### src/rtl/alu_div_pkg.sv
// Shared types and constants for the sequential restoring divider.
package alu_div_pkg;

   localparam int unsigned DIV_WIDTH_DEFAULT = 8;

   // Quotient reported on divide-by-zero or overflow (all ones).
   localparam logic [DIV_WIDTH_DEFAULT-1:0] DIV_ERR_QUOTIENT = '1;

   typedef enum logic [1:0] {
      IDLE = 2'd0,
      RUN  = 2'd1,
      DONE = 2'd2
   } div_state_e;

endpackage

### src/rtl/alu_divider_if.sv
// Start/done request interface between an ALU sequencer and alu_divider.
interface alu_divider_if #(
   parameter int unsigned WIDTH = alu_div_pkg::DIV_WIDTH_DEFAULT
) ();

   logic                 start;
   logic [2*WIDTH-1:0]   dividend;
   logic [WIDTH-1:0]     divisor;
   logic                 busy;
   logic                 done;
   logic [WIDTH-1:0]     quotient;
   logic [WIDTH-1:0]     remainder;
   logic                 div_by_zero;
   logic                 overflow;

   modport master (
      output start, dividend, divisor,
      input  busy, done, quotient, remainder, div_by_zero, overflow
   );

   modport slave (
      input  start, dividend, divisor,
      output busy, done, quotient, remainder, div_by_zero, overflow
   );

endinterface

### src/rtl/alu_divider_div_step.sv
// div_step: one combinational restoring-division step.
module div_step #(
   parameter int unsigned WIDTH = 8
) (
   input  logic [WIDTH-1:0] rem_i,
   input  logic             bit_i,
   input  logic [WIDTH-1:0] divisor_i,
   output logic [WIDTH-1:0] rem_o,
   output logic             q_o
);

   logic [WIDTH:0]   shifted;
   logic [WIDTH-1:0] diff;

   // Shift in the next dividend bit, trial-subtract, restore on borrow.
   // The low WIDTH bits of the difference suffice: whenever the subtraction
   // is kept, the true result is below the divisor.
   always_comb begin
      shifted = {rem_i, bit_i};
      diff    = shifted[WIDTH-1:0] - divisor_i;
      q_o     = (shifted >= {1'b0, divisor_i});
      rem_o   = q_o ? diff : shifted[WIDTH-1:0];
   end

endmodule

### src/rtl/alu_divider.sv
// alu_divider: sequential restoring divider, one quotient bit per clock.
// 2*WIDTH-bit dividend / WIDTH-bit divisor behind a start/done handshake.
// Optional macro ALU_DIV_SIGNED_EN: two's-complement operands, truncating.
module alu_divider
   import alu_div_pkg::*;
#(
   parameter int unsigned WIDTH = DIV_WIDTH_DEFAULT
) (
   input  logic         clk,
   input  logic         rst_n,
   alu_divider_if.slave bus
);

   localparam int unsigned       CNT_W    = (WIDTH > 1) ? $clog2(WIDTH) : 1;
   localparam logic [CNT_W-1:0]  CNT_LAST = CNT_W'(WIDTH - 1);
   localparam logic [WIDTH-1:0]  ERR_Q    = {WIDTH{DIV_ERR_QUOTIENT[0]}};
`ifdef ALU_DIV_SIGNED_EN
   localparam logic [WIDTH-1:0]  SMIN_MAG = {1'b1, {(WIDTH-1){1'b0}}};
`endif

   div_state_e         state_q, state_d;
   logic [WIDTH-1:0]   divisor_q, divisor_d;
   logic [WIDTH-1:0]   pr_q, pr_d;
   // Low dividend half; quotient bits shift in at the LSB as dividend bits leave the MSB.
   logic [WIDTH-1:0]   lo_q, lo_d;
   logic [CNT_W-1:0]   cnt_q, cnt_d;
   logic [WIDTH-1:0]   quotient_q, quotient_d;
   logic [WIDTH-1:0]   remainder_q, remainder_d;
   logic               dbz_q, dbz_d;
   logic               ovf_q, ovf_d;
`ifdef ALU_DIV_SIGNED_EN
   logic               qneg_q, qneg_d;
   logic               rneg_q, rneg_d;
`endif

   logic               accept;
   logic               pre_dbz;
   logic               pre_ovf;
   logic [2*WIDTH-1:0] dvd_mag;
   logic [WIDTH-1:0]   dsr_mag;
   logic [WIDTH-1:0]   step_rem;
   logic               step_q;
   logic [WIDTH-1:0]   q_raw;

   div_step #(.WIDTH(WIDTH)) u_step (
      .rem_i     (pr_q),
      .bit_i     (lo_q[WIDTH-1]),
      .divisor_i (divisor_q),
      .rem_o     (step_rem),
      .q_o       (step_q)
   );

   // Operand magnitudes and early-exit checks evaluated on the request inputs.
   always_comb begin
      dvd_mag = bus.dividend;
      dsr_mag = bus.divisor;
`ifdef ALU_DIV_SIGNED_EN
      if (bus.dividend[2*WIDTH-1]) dvd_mag = -bus.dividend;
      if (bus.divisor[WIDTH-1])    dsr_mag = -bus.divisor;
`endif
      pre_dbz = (dsr_mag == '0);
      pre_ovf = (dvd_mag[2*WIDTH-1:WIDTH] >= dsr_mag);
      accept  = bus.start && (state_q != RUN);
   end

   // State and datapath registers.
   always_ff @(posedge clk or negedge rst_n) begin
      if (!rst_n) begin
         state_q     <= IDLE;
         divisor_q   <= '0;
         pr_q        <= '0;
         lo_q        <= '0;
         cnt_q       <= '0;
         quotient_q  <= '0;
         remainder_q <= '0;
         dbz_q       <= 1'b0;
         ovf_q       <= 1'b0;
`ifdef ALU_DIV_SIGNED_EN
         qneg_q      <= 1'b0;
         rneg_q      <= 1'b0;
`endif
      end else begin
         state_q     <= state_d;
         divisor_q   <= divisor_d;
         pr_q        <= pr_d;
         lo_q        <= lo_d;
         cnt_q       <= cnt_d;
         quotient_q  <= quotient_d;
         remainder_q <= remainder_d;
         dbz_q       <= dbz_d;
         ovf_q       <= ovf_d;
`ifdef ALU_DIV_SIGNED_EN
         qneg_q      <= qneg_d;
         rneg_q      <= rneg_d;
`endif
      end
   end

   // Next-state logic: accept from IDLE/DONE, iterate WIDTH steps in RUN.
   always_comb begin
      state_d = state_q;
      unique case (state_q)
         IDLE, DONE: begin
            if (accept) state_d = (pre_dbz || pre_ovf) ? DONE : RUN;
            else        state_d = IDLE;
         end
         RUN: begin
            if (cnt_q == '0) state_d = DONE;
         end
         default: state_d = IDLE;
      endcase
   end

   // Datapath: operand capture, restoring steps, result update on entry to DONE.
   always_comb begin
      divisor_d   = divisor_q;
      pr_d        = pr_q;
      lo_d        = lo_q;
      cnt_d       = cnt_q;
      quotient_d  = quotient_q;
      remainder_d = remainder_q;
      dbz_d       = dbz_q;
      ovf_d       = ovf_q;
`ifdef ALU_DIV_SIGNED_EN
      qneg_d      = qneg_q;
      rneg_d      = rneg_q;
`endif
      q_raw       = {lo_q[WIDTH-2:0], step_q};

      if (accept) begin
         divisor_d = dsr_mag;
         pr_d      = dvd_mag[2*WIDTH-1:WIDTH];
         lo_d      = dvd_mag[WIDTH-1:0];
         cnt_d     = CNT_LAST;
         dbz_d     = 1'b0;
         ovf_d     = 1'b0;
`ifdef ALU_DIV_SIGNED_EN
         qneg_d    = bus.dividend[2*WIDTH-1] ^ bus.divisor[WIDTH-1];
         rneg_d    = bus.dividend[2*WIDTH-1];
`endif
         if (pre_dbz) begin
            dbz_d       = 1'b1;
            quotient_d  = ERR_Q;
            remainder_d = '0;
         end else if (pre_ovf) begin
            ovf_d       = 1'b1;
            quotient_d  = ERR_Q;
            remainder_d = '0;
         end
      end else if (state_q == RUN) begin
         pr_d  = step_rem;
         lo_d  = q_raw;
         cnt_d = cnt_q - CNT_W'(1);
         if (cnt_q == '0) begin
`ifdef ALU_DIV_SIGNED_EN
            // Negative results may reach -2^(WIDTH-1); positive stop one short.
            if (qneg_q ? (q_raw > SMIN_MAG) : (q_raw >= SMIN_MAG)) begin
               ovf_d       = 1'b1;
               quotient_d  = ERR_Q;
               remainder_d = '0;
            end else begin
               quotient_d  = qneg_q ? -q_raw : q_raw;
               remainder_d = rneg_q ? -step_rem : step_rem;
            end
`else
            quotient_d  = q_raw;
            remainder_d = step_rem;
`endif
         end
      end
   end

   // Outputs decoded from state and held result registers.
   always_comb begin
      bus.busy        = (state_q == RUN);
      bus.done        = (state_q == DONE);
      bus.quotient    = quotient_q;
      bus.remainder   = remainder_q;
      bus.div_by_zero = dbz_q;
      bus.overflow    = ovf_q;
   end

endmodule

### src/flat_wrapper.sv
// flat-port wrapper written by rule: the top's interface ports become plain ports
module alu_divider_flat import alu_div_pkg::*;
#(
   parameter int unsigned WIDTH = DIV_WIDTH_DEFAULT
)
  (clk, rst_n, bus_start, bus_dividend, bus_divisor, bus_busy, bus_done, bus_quotient, bus_remainder, bus_div_by_zero, bus_overflow);
  alu_divider_if #(.WIDTH(WIDTH)) bus_i ();
  input  logic clk;
  input  logic rst_n;
  input wire logic [$bits(bus_i.start)-1:0] bus_start;
  input wire logic [$bits(bus_i.dividend)-1:0] bus_dividend;
  input wire logic [$bits(bus_i.divisor)-1:0] bus_divisor;
  output wire logic [$bits(bus_i.busy)-1:0] bus_busy;
  output wire logic [$bits(bus_i.done)-1:0] bus_done;
  output wire logic [$bits(bus_i.quotient)-1:0] bus_quotient;
  output wire logic [$bits(bus_i.remainder)-1:0] bus_remainder;
  output wire logic [$bits(bus_i.div_by_zero)-1:0] bus_div_by_zero;
  output wire logic [$bits(bus_i.overflow)-1:0] bus_overflow;
  assign bus_i.start = bus_start;
  assign bus_i.dividend = bus_dividend;
  assign bus_i.divisor = bus_divisor;
  assign bus_busy = bus_i.busy;
  assign bus_done = bus_i.done;
  assign bus_quotient = bus_i.quotient;
  assign bus_remainder = bus_i.remainder;
  assign bus_div_by_zero = bus_i.div_by_zero;
  assign bus_overflow = bus_i.overflow;
  alu_divider #(.WIDTH(WIDTH)) u_core (.clk(clk), .rst_n(rst_n), .bus(bus_i));
endmodule
### config.mk
export PLATFORM = sky130hd
export DESIGN_NAME = alu_divider_flat
export DESIGN_NICKNAME = d
export VERILOG_FILES = /design/src/rtl/alu_div_pkg.sv /design/src/rtl/alu_divider_if.sv /design/src/rtl/alu_divider_div_step.sv /design/src/rtl/alu_divider.sv /design/src/flat_wrapper.sv
export SDC_FILE = /design/constraint.sdc
export NUM_CORES = 1
export LEC_CHECK = 0
export BUFFER_PORTS_ARGS = -buffer_cell sky130_fd_sc_hd__buf_4
export CAP_MARGIN = 20
export CORE_MARGIN = 3
export CORE_UTILIZATION = 35
export CTS_CLUSTER_SIZE = 20
export DETAILED_ROUTE_END_ITERATION = 16
export PLACE_DENSITY = 0.58
export SLEW_MARGIN = 20
export SYNTH_ARGS = -nofsm -noshare
export SYNTH_HDL_FRONTEND = slang
export SYNTH_SLANG_ARGS = --single-unit
### constraint.sdc
create_clock -name clk -period 2.2 [get_ports clk]
set_input_delay 0.66 -clock clk [delete_from_list [all_inputs] [get_ports clk]]
set_output_delay 0.66 -clock clk [all_outputs]
set_load 0.03 [all_outputs]
==> reports/qor.txt, run 1 <==
Slew @ Worst Pin - 0.605 ns
CTS clock-pin slew for the worst setup and hold paths - 0.09 ns
DRT Pass-1 Iters - 4
CTS tree - yes
Core Util, Final - 48.6%
Synthesized Nets - 321
Number of port buffers - 46
Bufs and invs on worst path - 1
Outcome - completed
Setup Skew - 0.00529 ns
Clock root buffer - clkbuf_8
Maximum VDD drop - 0.650 mV
First-pass GRT wire length - 11.0 mm
Distinct cells, synth - 55
Routed wire length per instance - 14.8 µm
Area delta synth->final - 32.0%
Slew Limit Headroom - 59.7%
Max_cap viols - 0
Worst setup EP type - flip-flop
Residual DRC count - 0
Yosys warnings - 0
Post-Syn Area per Cell - 9.90 µm²
Vias in the first global route - 2315
Largest net degree at the start of global routing - 48
Die extent in y - 94.0 µm
Pwr Density - 1590 mW/mm²
Mapped Area - 0.00271 mm²
RSZ-0062 raised after global routing - no
Cells on worst reg2reg path - 7
Antenna cells - 0
RePlAce Congestion - 0.871
Worst-path cell chain - ha_1, and3_1, nand3_1, o21a_4, buf_4, o31a_1, a21oi_1
Crit Path Max Fanout - 3
Ports - 47
Largest delay contributor family on the critical path - compound AO/OA/AOI/OAI gates
Fillcell total - 719
Layout cell share with drive strength beyond 1 - 32.1%
Nets - 395
Routed Antenna Nets - 0
Top-count cell post-synth - dfrtp_1
Total CTS buffers - 5
Final setup viols - 0
Core Area - 0.00737 mm²
Asr flop ratio synth - 100%
Rows - 31
Commonest cells post-synth - dfrtp_1, inv_1, a21oi_1, ha_1
Routed Wire Length - 6.61 mm
Via Count - 2258
WS Path Type - flip-flop to flip-flop
Initial core utilization - 36.8%
Hold WC Path Type - primary input to asynchronous set/reset pin
Inst Count DP - 440
Pins Over Slew Limit - 0
Final Hold Vio Count - 0
Fmax - 476 MHz
Tcrit/Tclk final - 95.4%
Period minus WS final - 2.10 ns
CP Depth - 7
Seq cells post-synth - 47
All-Layer GR Usage - 15.7%
Clock Path Buffers - 2
Slowest-stage cell, CP - dfrtp_1
Clk sinks - 47
Final Instance Count excl. Fillers - 448
Synth top area share - 43.4%
Sequential share of the synthesized area - 43.4%
Post-Syn Instances - 274
Crit path launch type - flip-flop
Post-synth top flop - dfrtp_1
Critical path's largest stage delay - 0.41 ns
Leading post-synthesis cells by cell area - dfrtp_1, ha_1, mux2i_1
Critical Path RT - 2.43 ns
Hold_buf cts - 0
Drt via density - 5.04
CP Data Arrival Time - 2.33 ns
Half-perimeter wire length after placement - 5.09 mm
TNS Setup - 0 ns
DR iter-0 viols - 88
Initial antenna violation count - 0
H-tree Lvls - 2
Leakage - 1.69 nW
Overflow after GRT - 0
Die X - 94.0 µm
Synth area leader - dfrtp_1
Number of synthesized flops with an enable pin - 0
Clock latency on the worst-skew pair - 0.30 ns
Die area - 0.00884 mm²
==> cell families after synthesis <==
family,count (synthesis),synth area share [%]
compound gates,85,22.6
flops,47,43.4
xor+xnor,3,0.969
fa+ha+maj,20,9.50
mux,15,5.67
buf+inv,44,6.41
simple gates,60,11.5
==> per-stage QoR <==
step / cell area, µm² / setup slack, ns / hold slack [ns] / total power, mW
4_1_cts: 3540 / 0.0242 / 0.375 / 5.59
3_5_place_dp: 3390 / -0.180 / 0.472 / 4.78
5_1_grt: 3580 / 0.000757 / 0.397 / 6.17
3_3_place_gp: 3390 / -0.150 / 0.462 / 4.72
2_1_floorplan: 2720 / 0.0123 / 0.364 / 3.63
6_report: 3580 / 0.101 / 0.347 / 5.69
==> worst reg2reg max path, stage by stage (launching register included) <==
cell and delay [ns]:
dfrtp_1 0.41, ha_1 0.34, and3_1 0.22, nand3_1 0.19, o21a_4 0.26, buf_4 0.14, o31a_1 0.32, a21oi_1 0.16
==> layer usage <==
metal	global-route usage (%)	routed length, µm	vias to the layer above
li1	-	-	1126
met1	20.3	3050	1094
met2	26.8	3230	34
met3	3.77	298	4
met4	3.01	39	0
met5	0	0	-
==> state kept, by name (all words and copies together) (netlist names) <==
register and flops:
u_core.lo_q 8, u_core.bus.overflow 1, u_core.bus.quotient 8, u_core.pr_q 8, u_core.bus.div_by_zero 1, u_core.cnt_q 3
u_core.divisor_q 8, u_core.bus.remainder 8, u_core.state_q 2
==> repair_timing <==
action / CTS / global route
pin swaps: 1 / 1
buffers inserted: 0 / 0
gates resized for setup: 2 / 8
setup endpoints to repair: 2 / 20
==> cells in the final DEF, fill, tap and decap left out, types with 3 or more instances in the layout <==
master / Yosys / routed
o22a_2: 7 / 7
nor2b_1: 9 / 9
a21o_1: 4 / 4
nand2_1: 14 / 14
dfrtp_1: 47 / 47
o21ai_0: 15 / 15
nand2b_1: 8 / 7
inv_1: 32 / 32
buf_4: 0 / 77
ha_1: 19 / 17
clkbuf_8: 0 / 5
a21oi_1: 19 / 19
nor2_1: 15 / 15
a211oi_1: 8 / 8
mux2_2: 3 / 3
mux2i_1: 12 / 12
o22ai_1: 7 / 7
==> power breakdown <==
part	switching, mW	internal, mW	total [mW]
Sequential	0.238	1.23	1.47
Clock	0.313	0.453	0.767
Combinational	1.88	1.57	3.46
Total	2.43	3.26	5.69
==> final timing paths <==
check / start / endpoint / slack (ns)
setup / recovery: u_core.pr_q[6] / u_core.pr_q[5] / 0.10
hold / removal: rst_n / u_core.lo_q[5] / 0.35
setup reg to reg: u_core.pr_q[6] / u_core.pr_q[5] / 0.10
hold reg to reg: u_core.cnt_q[0] / u_core.cnt_q[0] / 0.48
max in group asynchronous: rst_n / u_core.pr_q[7] / 1.43
min in group clk: u_core.cnt_q[0] / u_core.cnt_q[0] / 0.48
==> area by class of cell <==
cell class | count | area, µm² | area share (%)
Multi-Input combinational cell | 183 | 1420 | 39.7
Sequential cell | 47 | 1180 | 32.8
Timing Repair Buffer | 78 | 598 | 16.7
Inverter | 33 | 124 | 3.46
Tap cell | 99 | 124 | 3.46
Clock buffer | 5 | 68.8 | 1.92
Clock inverter | 3 | 67.6 | 1.89
No activity file was read; power rests on OpenSTA's default activity.
==> inputs of run 2 (changes only) <==
--- a/config.mk
+++ b/config.mk
@@ -7,11 +7,13 @@
 export LEC_CHECK = 0
 export BUFFER_PORTS_ARGS = -buffer_cell sky130_fd_sc_hd__buf_4
 export CAP_MARGIN = 20
+export CELL_PAD_IN_SITES_DETAIL_PLACEMENT = 1
+export CELL_PAD_IN_SITES_GLOBAL_PLACEMENT = 1
 export CORE_MARGIN = 3
 export CORE_UTILIZATION = 35
 export CTS_CLUSTER_SIZE = 20
 export DETAILED_ROUTE_END_ITERATION = 16
-export PLACE_DENSITY = 0.58
+export PLACE_DENSITY = 0.71
 export SLEW_MARGIN = 20
 export SYNTH_ARGS = -nofsm -noshare
 export SYNTH_HDL_FRONTEND = slang
==> reports/qor.txt, run 2 (synthesized netlist as in run 1, its figures left out) <==
Pre-CTS WS - -0.273 ns (-0.0924 ns)
Antenna cells - 0 (unchanged)
Drt via density - 5.25 (+4.2%)
Hold_buf cts - 0 (unchanged)
Switch Pwr - 2.60 mW (+6.9%)
Worst setup EP type - flip-flop
Rows - 31 (unchanged)
Final Hold Vio Count - 0 (unchanged)
Most frequent cells in the layout - buf_4, dfrtp_1, inv_1
Maximum VDD drop - 0.497 mV (-24%)
Setup Skew - 0.0161 ns (+0.0108 ns)
RSZ-0062 raised after global routing - yes
Clock power frac - 11.3% (-2.2 points)
Number of port buffers - 46 (unchanged)
Clk sinks - 47 (unchanged)
RePlAce Congestion - 0.801 (-8.1%)
CP Data Arrival Time - 2.31 ns (-0.02 ns)
Leakage - 1.72 nW (+2.0%)
Crit Path Max Fanout - 8 (+5)
Routed Antenna Nets - 0 (unchanged)
Internal power - 3.26 mW (about the same)
Critical Path RT - 2.38 ns (-0.05 ns)
All-Layer GR Usage - 17.5% (+1.7 points)
CTS clock-pin slew for the worst setup and hold paths - 0.10 ns (about the same)
DR iter-0 viols - 65 (-26%)
Clock root buffer - clkbuf_8
Final setup viols - 0 (unchanged)
Initial antenna violation count - 0 (unchanged)
Pwr Density - 1610 mW/mm² (+1.4%)
Vias in the first global route - 2515 (+8.6%)
Clock Path Buffers - 2 (unchanged)
DRT Pass-1 Iters - 4 (unchanged)
Sequential share of power - 25.2% (-0.6 points)
Die area - 0.00884 mm² (unchanged)
Routed wire length per instance - 16.8 µm (+14%)
Total CTS buffers - 5 (unchanged)
Logic pwr share - 63.5% (+2.8 points)
Period minus WS final - 2.14 ns (+0.0363 ns)
Via Count - 2401 (+6.3%)
Nets - 404 (+2.3%)
Layout cell share with drive strength beyond 1 - 34.4% (+2.3 points)
Outcome - completed
H-tree Lvls - 2 (unchanged)
Hold WC Path Type - primary input to asynchronous set/reset pin
CTS tree - yes
Die X - 94.0 µm (unchanged)
Half-perimeter wire length after placement - 5.60 mm (+10%)
Max_cap viols - 0 (unchanged)
Tcrit/Tclk final - 97.0% (+1.7 points)
Routed Wire Length - 7.70 mm (+16%)
Core Area - 0.00737 mm² (unchanged)
Die extent in y - 94.0 µm (unchanged)
Slew Limit Headroom - 59.1% (-0.59 points)
Area delta synth->final - 34.0%
WS Path Type - flip-flop to flip-flop
Residual DRC count - 0 (unchanged)
Setup ws final - 0.0650 ns (-0.0363 ns)
First-pass GRT wire length - 12.2 mm (+11%)
Pins Over Slew Limit - 0 (unchanged)
Slew @ Worst Pin - 0.614 ns (+0.00892 ns)
Clock latency on the worst-skew pair - 0.31 ns (about the same)
Initial core utilization - 36.8% (unchanged)
Ports - 47 (unchanged)
Commonest non-fill, non-tap cell in the layout - buf_4
Overflow after GRT - 0 (unchanged)
Sw Ratio - 44.4% (+1.7 points)
Fmax - 468 MHz (-1.7%)
Largest net degree at the start of global routing - 48 (unchanged)
Crit path launch type - flip-flop
Core Util, Final - 49.3% (+0.75 points)
## run 2: power by group through the flow
stage	Sequential [mW]	Combinational, mW	Clock, mW
after floorplan	1.62	2.01	0
after global placement	1.47	3.36	0
after detailed placement	1.49	3.49	0
after CTS	1.48	3.60	0.678
after global routing	1.52	4.08	0.713
final	1.48	3.72	0.659
## run 2: stage by stage
| stage | instance area (µm²) | power, mW | instances | hold WS (ns) | TNS (ns) |
|---|---|---|---|---|---|
| floorplan | 2720 | 3.63 | 274 | 0.364 | 0 |
| global placement | 3410 | 4.83 | 444 | 0.459 | -3.60 |
| detailed placement | 3410 | 4.97 | 444 | 0.470 | -4.09 |
| CTS | 3540 | 5.75 | 452 | 0.372 | 0 |
| global route | 3640 | 6.32 | 457 | 0.391 | -0.0872 |
| finish | 3640 | 5.86 | 457 | 0.349 | 0 |
## run 2: worst max-delay path: stages (launching register included)
cell	delay [ns]
dfrtp_1	0.42
ha_2	0.42
a21o_1	0.14
a31oi_1	0.04
buf_4	0.16
o21ai_4	0.35
mux2i_1	0.34
o22ai_1	0.13
## run 2: area by class of cell
type	count	area, µm²
Tap cell	99	124
Multi-Input combinational cell	184	1450
Timing Repair Buffer	86	646
Fill cell	859	3730
Inverter	33	124
Clock inverter	3	47.5
Sequential cell	47	1180
Clock buffer	5	68.8
## run 2: timing repair
| item | 4_1_cts | 5_1_grt |
|---|---|---|
| endpoints found under the setup margin | 6 | 21 |
| endpoints found under the hold margin | 0 | 0 |
| buffers inserted | 0 | 4 |
| pin swaps | 0 | 1 |
| gates resized for setup | 5 | 8 |
| cloned | 0 | 1 |
## run 2: per-layer routing
layer  track usage (%)  up-vias  share of wire, %
met3              3.37        7               3.6
met1              21.7     1200                42
met5                 0        -                 0
met4              2.89        0               1.2
met2              31.8       40                53
li1                  -     1154                 -
## run 2: final timing paths
check                           startpoint                 endpoint  slack, ns  depth (start not counted)
setup / recovery            u_core.pr_q[1]  u_core.bus.remainder[4]       0.06                          7
hold / removal                       rst_n           u_core.lo_q[5]       0.35                          1
setup reg to reg            u_core.pr_q[1]  u_core.bus.remainder[4]       0.06                          7
hold reg to reg            u_core.cnt_q[0]          u_core.cnt_q[0]       0.49                          1
max in group asynchronous            rst_n      u_core.divisor_q[0]       1.42                          1
min in group clk           u_core.cnt_q[0]          u_core.cnt_q[0]       0.49                          1
==> inputs of run 3 (changes only) <==
--- a/config.mk
+++ b/config.mk
@@ -5,7 +5,7 @@
 export SDC_FILE = /design/constraint.sdc
 export NUM_CORES = 1
 export LEC_CHECK = 0
-export BUFFER_PORTS_ARGS = -buffer_cell sky130_fd_sc_hd__buf_4
+export BUFFER_PORTS_ARGS = -buffer_cell sky130_fd_sc_hd__buf_2
 export CAP_MARGIN = 20
 export CELL_PAD_IN_SITES_DETAIL_PLACEMENT = 1
 export CELL_PAD_IN_SITES_GLOBAL_PLACEMENT = 1
==> reports/qor.txt, run 3 (synthesized netlist as in run 1, its figures left out) <==
CTS clock-pin slew for the worst setup and hold paths - 0.09 ns (about the same)
Die X - 94.0 µm (unchanged)
H-tree Lvls - 2 (unchanged)
Initial antenna violation count - 0 (unchanged)
Hold WC Path Type - primary input to asynchronous set/reset pin
Final Instance Count excl. Fillers - 454 (-0.66%)
Half-perimeter wire length after placement - 5.76 mm (+2.8%)
Final Hold Vio Count - 0 (unchanged)
Outcome - completed
All-Layer GR Usage - 18.3% (+0.79 points)
Inst Count DP - 445 (+0.23%)
Tcrit/Tclk final - 97.6% (+0.51 points)
RSZ-0062 raised after global routing - no
Layout cell share with drive strength beyond 1 - 36.1% (+1.7 points)
Drt via density - 5.04 (-4.1%)
Largest net degree at the start of global routing - 30 (-38%)
Via Count - 2287 (-4.7%)
Residual DRC count - 0 (unchanged)
Area delta synth->final - 33.5%
Die area - 0.00884 mm² (unchanged)
Rows - 31 (unchanged)
Fillcell total - 850 (-1.0%)
Worst-path cell chain - buf_2, ha_4, nand2b_4, a2111oi_4, nand4b_1, a32oi_4, buf_12, o22a_2
Cells on worst reg2reg path - 8 (+1)
Overflow after GRT - 0 (unchanged)
Crit Path Max Fanout - 8 (unchanged)
Crit path launch type - primary input
Period minus WS final - 2.15 ns (+0.0111 ns)
Initial core utilization - 36.8% (unchanged)
Fmax - 466 MHz (-0.52%)
CP Data Arrival Time - 2.36 ns (+0.05 ns)
Antenna cells - 0 (unchanged)
Core Area - 0.00737 mm² (unchanged)
Critical R2R Capture - u_core.pr_q[6]
RePlAce Congestion - 0.815 (+1.8%)
Number of port buffers - 46 (unchanged)
Critical path's largest stage delay - 0.38 ns (-0.04 ns)
WHS - 0.283 ns (-0.0659 ns)
Slew @ Worst Pin - 0.460 ns (-0.154 ns)
WS Path Type - primary input to flip-flop
Slew Limit Headroom - 69.4% (+10 points)
First-pass GRT wire length - 12.5 mm (+2.4%)
Die extent in y - 94.0 µm (unchanged)
Maximum VDD drop - 0.536 mV (+7.8%)
Worst setup EP type - flip-flop
Most frequent cells in the layout - dfrtp_1, buf_2, buf_4
Largest delay contributor family on the critical path - compound AO/OA/AOI/OAI gates
Pins Over Slew Limit - 0 (unchanged)
Nets - 401 (-0.74%)
Total CTS buffers - 5 (unchanged)
Slowest-stage cell, CP - a2111oi_4
CTS tree - yes
Worst R2R Setup Slack - 0.07 ns (about the same)
Commonest non-fill, non-tap cell in the layout - dfrtp_1
Clock Path Buffers - 2 (unchanged)
Clk sinks - 47 (unchanged)
Bufs and invs on worst path - 2 (+1)
Routed Wire Length - 7.80 mm (+1.4%)
Clock root buffer - clkbuf_8
Ports - 47 (unchanged)
DR iter-0 viols - 65 (unchanged)
Setup Skew - 0.00886 ns (-0.00722 ns)
Routed Antenna Nets - 0 (unchanged)
Final setup viols - 0 (unchanged)
Clock latency on the worst-skew pair - 0.31 ns (about the same)
DRT Pass-1 Iters - 4 (unchanged)
Critical Path RT - 2.41 ns (+0.03 ns)
Pwr Density - 1650 mW/mm² (+2.7%)
Vias in the first global route - 2451 (-2.5%)
Routed wire length per instance - 17.2 µm (+2.0%)
R2r startpoint - u_core.divisor_q[0]
Max_cap viols - 0 (unchanged)
Power, Total - 5.99 mW (+2.3%)
Leakage - 1.70 nW (-1.5%)
[run 3: metal layers]
| metal | share of wire [%] | GRT usage, % | routed length (µm) |
|---|---|---|---|
| met4 | 1.9 | 4.81 | 146 |
| met2 | 53 | 32.9 | 4150 |
| met3 | 2.7 | 3.29 | 214 |
| met1 | 42 | 22.3 | 3300 |
| met5 | 0 | 0 | 0 |
[run 3: metrics by stage]
step	worst slack [ns]	utilization [%]	area (µm²)	setup TNS, ns
after floorplan	0.0123	-	2720	0
after global placement	-0.155	45.1	3330	-1.79
after detailed placement	-0.189	45.1	3330	-2.50
after CTS	0.0187	47.5	3500	0
after global routing	0.00991	49.2	3620	0
final	0.0538	49.2	3620	0
[run 3: worst max path at each step]
stage                                   start                     end  slack [ns]  depth (start not counted)
final                          bus_divisor[0]  u_core.bus.quotient[0]        0.05                          8
after global routing           u_core.pr_q[3]          u_core.pr_q[0]        0.01                          6
after CTS                 u_core.divisor_q[0]          u_core.pr_q[6]        0.02                          8
after detailed placement      bus_dividend[8]  u_core.bus.quotient[0]       -0.19                          9
after global placement        bus_dividend[8]  u_core.bus.quotient[0]       -0.16                          9
after floorplan               bus_dividend[8]  u_core.bus.quotient[6]        0.01                          8
[run 3: power breakdown]
part	switching [mW]	total (mW)	leakage (nW)	internal, mW
Sequential	0.254	1.49	0.542	1.23
Clock	0.315	0.768	0.0644	0.453
Combinational	2.05	3.74	1.09	1.68
Total	2.62	5.99	1.70	3.37
[run 3: layout make-up]
type	instances	area (µm²)	area share (%)
Timing Repair Buffer	84	564	15.6
Multi-Input combinational cell	183	1500	41.3
Inverter	33	124	3.42
Tap cell	99	124	3.42
Clock inverter	3	67.6	1.87
Clock buffer	5	68.8	1.90
Sequential cell	47	1180	32.5
[run 3: timing repair]
item / in CTS / in global routing
setup endpoints to repair: 23 / 27
hold buffers: 0 / 0
gates cloned: 0 / 1
resized for setup: 8 / 17
setup buffers: 0 / 0
pin swaps: 0 / 2
